## config.mk

```make
export PLATFORM = sky130hd
export DESIGN_NAME = fifo_wr_arbiter
export DESIGN_NICKNAME = d
export VERILOG_FILES = /design/src/rtl/fifo_pkg.sv /design/src/rtl/rr_pick.sv /design/src/rtl/fifo_wr_arbiter.sv
export SDC_FILE = /design/constraint.sdc
export NUM_CORES = 1
export LEC_CHECK = 0
export ABC_AREA = 1
export CAP_MARGIN = 20
export CORE_MARGIN = 3
export CORE_UTILIZATION = 26
export DETAILED_ROUTE_END_ITERATION = 6
export PLACE_DENSITY = 0.79
export SLEW_MARGIN = 20
export SYNTH_ARGS = -nofsm -noshare
export SYNTH_HDL_FRONTEND = slang
export SYNTH_SLANG_ARGS = --single-unit
```

## constraint.sdc

```tcl
create_clock -name clk -period 1.3 [get_ports clk]
set_input_delay 0.26 -clock clk [delete_from_list [all_inputs] [get_ports clk]]
set_output_delay 0.26 -clock clk [all_outputs]
set_load 0.005 [all_outputs]
```

## src/rtl/fifo_pkg.sv

```systemverilog
// fifo_pkg: definitions shared by the fifo block and its write-side arbiter.
//   FIFO_WIDTH  - default data width, common to fifo and fifo_wr_arbiter
//   arb_state_t - write arbiter FSM states (IDLE, GRANT)
package fifo_pkg;

    localparam int unsigned FIFO_WIDTH = 32;

    typedef enum logic {
        IDLE  = 1'b0,
        GRANT = 1'b1
    } arb_state_t;

endpackage

```

## src/rtl/rr_pick.sv

```systemverilog
// rr_pick: combinational round-robin priority search.
// Scans vec upward starting at bit 'start', wrapping modulo N, and reports
// the first set bit.
//   vec   in  N   - candidate bits
//   start in  IW  - index to search from (must be < N)
//   hit   out 1   - at least one bit of vec is set
//   idx   out IW  - index of the first set bit at or after start (0 if no hit)
module rr_pick #(
    parameter int unsigned N = 4,
    localparam int unsigned IW = (N > 1) ? $clog2(N) : 1
) (
    input  logic [N-1:0]  vec,
    input  logic [IW-1:0] start,
    output logic          hit,
    output logic [IW-1:0] idx
);

    logic [IW-1:0] pos;

    always_comb begin
        hit = 1'b0;
        idx = '0;
        pos = '0;
        for (int unsigned off = 0; off < N; off++) begin
            pos = IW'((32'(start) + off) % N);
            if (!hit && vec[pos]) begin
                hit = 1'b1;
                idx = pos;
            end
        end
    end

endmodule

```

## src/rtl/fifo_wr_arbiter.sv

```systemverilog
// fifo_wr_arbiter: round-robin arbiter sharing the fifo write port between
// N_REQ valid/ready requesters, granting bursts of up to BURST beats.
//   clk        in  1           - rising-edge clock
//   reset      in  1           - synchronous, active-high reset
//   req_valid  in  N_REQ       - requester i has a word on its data slice
//   req_data   in  N_REQ*WIDTH - requester i data at [i*WIDTH +: WIDTH]
//   req_ready  out N_REQ       - one-hot or zero; accept when valid & ready
//   fifo_full  in  1           - back-pressure from fifo
//   w_valid    out 1           - write strobe to fifo
//   data_in    out WIDTH       - write data to fifo
//   grant_id   out clog2(N_REQ)- current/last granted requester
//   busy       out 1           - high while a grant is held
module fifo_wr_arbiter
    import fifo_pkg::*;
#(
    parameter int unsigned N_REQ = 4,
    parameter int unsigned WIDTH = FIFO_WIDTH,
    parameter int unsigned BURST = 4
) (
    input  logic                       clk,
    input  logic                       reset,
    input  logic [N_REQ-1:0]           req_valid,
    input  logic [N_REQ*WIDTH-1:0]     req_data,
    output logic [N_REQ-1:0]           req_ready,
    input  logic                       fifo_full,
    output logic                       w_valid,
    output logic [WIDTH-1:0]           data_in,
    output logic [$clog2(N_REQ)-1:0]   grant_id,
    output logic                       busy
);

    localparam int unsigned IW = $clog2(N_REQ);
    localparam int unsigned CW = $clog2(BURST + 1);

    arb_state_t    state, state_next;
    logic [IW-1:0] rr_ptr, rr_next;
    logic [IW-1:0] grant_next;
    logic [CW-1:0] beat_cnt, cnt_next;

    logic          pick_hit;
    logic [IW-1:0] pick_idx;
    logic [IW-1:0] g_succ;
    logic          g_valid;
    logic          last_beat;
    logic [WIDTH-1:0] slice [N_REQ];

    rr_pick #(.N(N_REQ)) u_pick (
        .vec   (req_valid),
        .start (rr_ptr),
        .hit   (pick_hit),
        .idx   (pick_idx)
    );

    always_comb begin
        for (int unsigned i = 0; i < N_REQ; i++) begin
            slice[i] = req_data[i*WIDTH +: WIDTH];
        end
    end

    // Data mux follows the grant even in IDLE; it is only qualified by w_valid.
    assign data_in   = slice[grant_id];
    assign g_valid   = req_valid[grant_id];
    assign last_beat = (beat_cnt == CW'(BURST - 1));
    assign g_succ    = (grant_id == IW'(N_REQ - 1)) ? '0 : grant_id + 1'b1;
    assign busy      = (state == GRANT);

    always_ff @(posedge clk) begin
        if (reset) begin
            state    <= IDLE;
            rr_ptr   <= '0;
            grant_id <= '0;
            beat_cnt <= '0;
        end else begin
            state    <= state_next;
            rr_ptr   <= rr_next;
            grant_id <= grant_next;
            beat_cnt <= cnt_next;
        end
    end

    always_comb begin
        state_next = state;
        rr_next    = rr_ptr;
        grant_next = grant_id;
        cnt_next   = beat_cnt;
        req_ready  = '0;
        w_valid    = 1'b0;
        unique case (state)
            IDLE: begin
                if (pick_hit) begin
                    grant_next = pick_idx;
                    cnt_next   = '0;
                    state_next = GRANT;
                end
            end
            GRANT: begin
                req_ready[grant_id] = ~fifo_full;
                w_valid             = g_valid & ~fifo_full;
                // While full nothing moves: counter frozen, grant held, and
                // the idle-release check is suppressed.
                if (w_valid) begin
                    cnt_next = beat_cnt + 1'b1;
                    if (last_beat) begin
                        state_next = IDLE;
                        rr_next    = g_succ;
                    end
                end else if (!g_valid && !fifo_full) begin
                    state_next = IDLE;
                    rr_next    = g_succ;
                end
            end
            default: state_next = IDLE;
        endcase
    end

endmodule

```

==> impl_metrics.csv <==
group,metric,value,unit
outcome,status,"complete, but fails checks",
outcome,violations,"setup timing",
sta,hold_viol,0,
sta,worst_pin_slew,0.218,ns
detailed_routing,ant_nets,0,
cells_and_area,synthToLayoutAreaGrowth,187,%
sta,fin_crit_sh,124,%
detailed_routing,vias,3174,
sta,fin_worst_skew,0.00799,ns
worst_setup_path,path_cells,"inv_8 > buf_12 > buf_6 > o21ai_2 > o22ai_1 > buf_2",
synth,syn_nets,446,
sta,setup_slack,-0.315,ns
synth,yosys_most_used_dff,"dfxtp_1",
clock_tree,cts-root-buf,"clkbuf_8",
sta,holdWs,0.532,ns
worst_setup_path,critical-path-top-delay-family,"buffers and inverters",
worst_setup_path,cpPeakStageDelay,0.43,ns
detailed_routing,drc_errors,0,
synth,yosysUniqueCellTypes,23,
synth,synthArstFlopShare,0,%
die,start_util,27.7,%
die,fp.coreArea,5710,um^2
die,die-area,7070,um^2
die,top_level_ports,175,
worst_setup_path,worstSetupEndpointType,"primary output",
worst_setup_path,required,1.04,ns
worst_setup_path,startpoint_type,"flip-flop",
detailed_routing,vias_per_cell,5.26,
clock_tree,path_clk_slew,0.05,ns
clock_tree,ctsHoldBuffers,0,
sta,setup_viol,46,
synth,yosys_warnings,0,
global_routing,overflow,0,
global_routing,antenna_found_initial,1,
cells_and_area,nFillCells,399,
global_routing,grt_max_degree,16,
worst_setup_path,critPathBufInv,4,
die,die_h,84.1,um
global_routing,grt_usage,26.6,%
cells_and_area,drive_above_1_share,44.0,%
clock_tree,clock-sinks,8,
placed_design,io_buffers,174,
die,rows,27,
placed_design,pre_cts_slack,-0.613,ns
clock_tree,cts_tree,"yes",
power_and_ir_drop,peakVddDrop,0.754,mV
sta,rsz0062_at_grt,"yes",
power_and_ir_drop,leakagePower,1.97,nW
cells_and_area,fin_util,79.6,%
detailed_routing,drtIter0Drc,123,
synth,synthCells,305,
clock_tree,cts_made_buffers,3,
detailed_routing,wl_per_cell,18.0,um
cells_and_area,fin_nets,672,
sta,final_max_slew_viol_count,0,
clock_tree,cts_max_path_buffers,2,
synth,synth.avg_cell_area,5.19,um^2
global_routing,grt_pass1_wl,15.4,mm
worst_setup_path,critPathArrivalTime,1.35,ns
global_routing,grt_pass1_vias,3060,
min_path,hold_path.class,"flip-flop to flip-flop",
placed_design,dp_hpwl,6.99,mm
sta,slew_headroom,85.5,%
worst_setup_path,critPathKind,"flip-flop to primary output",
clock_tree,htreeDepth,1,
worst_setup_path,cp_slowest_cell,"dfxtp_4",
detailed_routing,dr.pass1.iters,4,
sta,timing.setup.tns,-11.63,ns
die,die_w,84.1,um
clock_tree,clk-insertion-delay-late,0.24,ns
worst_setup_path,crit_fanout,8,
job,maxCapViolCount,0,
synth,yosysSeqAreaShare,10.1,%
synth,synth_seq_cells,8,
detailed_routing,drt_wl_total,10.9,mm
sta,fin_crit,1.61,ns
placed_design,gp_congestion,0.918,
sta,max_freq,619,MHz
synth,syn_area,1580,um^2
power_and_ir_drop,p_per_area,981,nW/um^2
synth,synth_edf_count,0,
cells in the mapped netlist, types with 2 or more instances:
cell      count  area [um^2]
nor2_1       77          289
o21ai_0      65          325
nand2_1      36          135
o22ai_1      32          200
clkbuf_1     17         63.8
inv_1        16         60.1
nand3_1      12         60.1
dfxtp_1       8          160
nand2_2       7         43.8
a21oi_1       6         30.0
ha_1          6         75.1
inv_2         6         22.5
o21ai_1       6         30.0
buf_2         2         10.0
power by group:
group          internal, mW  switching [mW]
combinational          2.06            1.71
sequential            0.294          0.0670
clock                 0.214           0.118
total                  2.56            1.89
through the flow:
step           total power, mW  cell area (um^2)  instances
2_1_floorplan             1.46              1600        305
3_5_place_dp              3.15              3710        569
4_1_cts                   4.00              4220        595
3_3_place_gp              3.11              3710        569
5_1_grt                   4.72              4540        603
6_report                  4.46              4540        603
area by class of cell:
class | instances | area (um^2) | area share [%]
Antenna cell | 1 | 2.50 | 0.0551
Clock buffer | 4 | 45.0 | 0.991
Inverter | 22 | 105 | 2.31
Multi-Input combinational cell | 254 | 1680 | 36.9
Sequential cell | 8 | 176 | 3.88
Tap cell | 72 | 90.1 | 1.98
Timing Repair Buffer | 242 | 2450 | 53.9
worst min-delay path: cells and delay by family (launching register included):
family | cells | cell delay (ns)
buffers and inverters | 1 | 0.12
flip-flops | 1 | 0.32
AO/OA/AOI/OAI | 1 | 0.04
sequential cells by signal (all words and copies together) (netlist names):
name,flops
beat_cnt,3
grant_id,2
rr_ptr,2
busy,1
what timing repair did:
action                                  4_1_cts  5_1_grt
setup buffers                                16        6
cloned                                        6        3
pin swaps                                    32       48
resized for setup                           305       88
endpoints found under the setup margin       48       47
cell families after synthesis:
logic type / after synthesis / synth area share, %
AND/OR/NAND/NOR: 137 / 36.1
AO/OA/AOI/OAI: 111 / 38.0
buffers and inverters: 43 / 11.1
flip-flops: 8 / 10.1
adder cells (fa/ha/maj): 6 / 4.74
metal layers:
layer / global-route usage [%] / vias to the layer above / part of all wire, %
met3: 6.12 / 40 / 7.2
met4: 8.92 / 0 / 3.0
met5: 0 / - / 0
met1: 29.4 / 1450 / 38
met2: 49.1 / 191 / 52
li1: - / 1493 / -
cells in the final DEF (no fill, tap or decap), types with 19 or more instances in the layout:
master             n
nor2_2            19
o21ai_2           41
o21ai_1           24
buf_2             37
buf_6             19
clkdlybuf4s50_1  130
nand2_1           20
o22ai_1           29
buf_4             26
nor2_1            57
final timing paths:
| check | start | endpoint | slack [ns] | cells after the start |
|---|---|---|---|---|
| setup / recovery | grant_id[0] | data_in[27] | -0.31 | 6 |
| hold / removal | beat_cnt[0] | beat_cnt[0] | 0.53 | 2 |
| setup reg to reg | rr_ptr[0] | beat_cnt[1] | -0.16 | 9 |
| hold reg to reg | beat_cnt[0] | beat_cnt[0] | 0.53 | 2 |
Note: power is estimated with default switching activity, not from simulation.
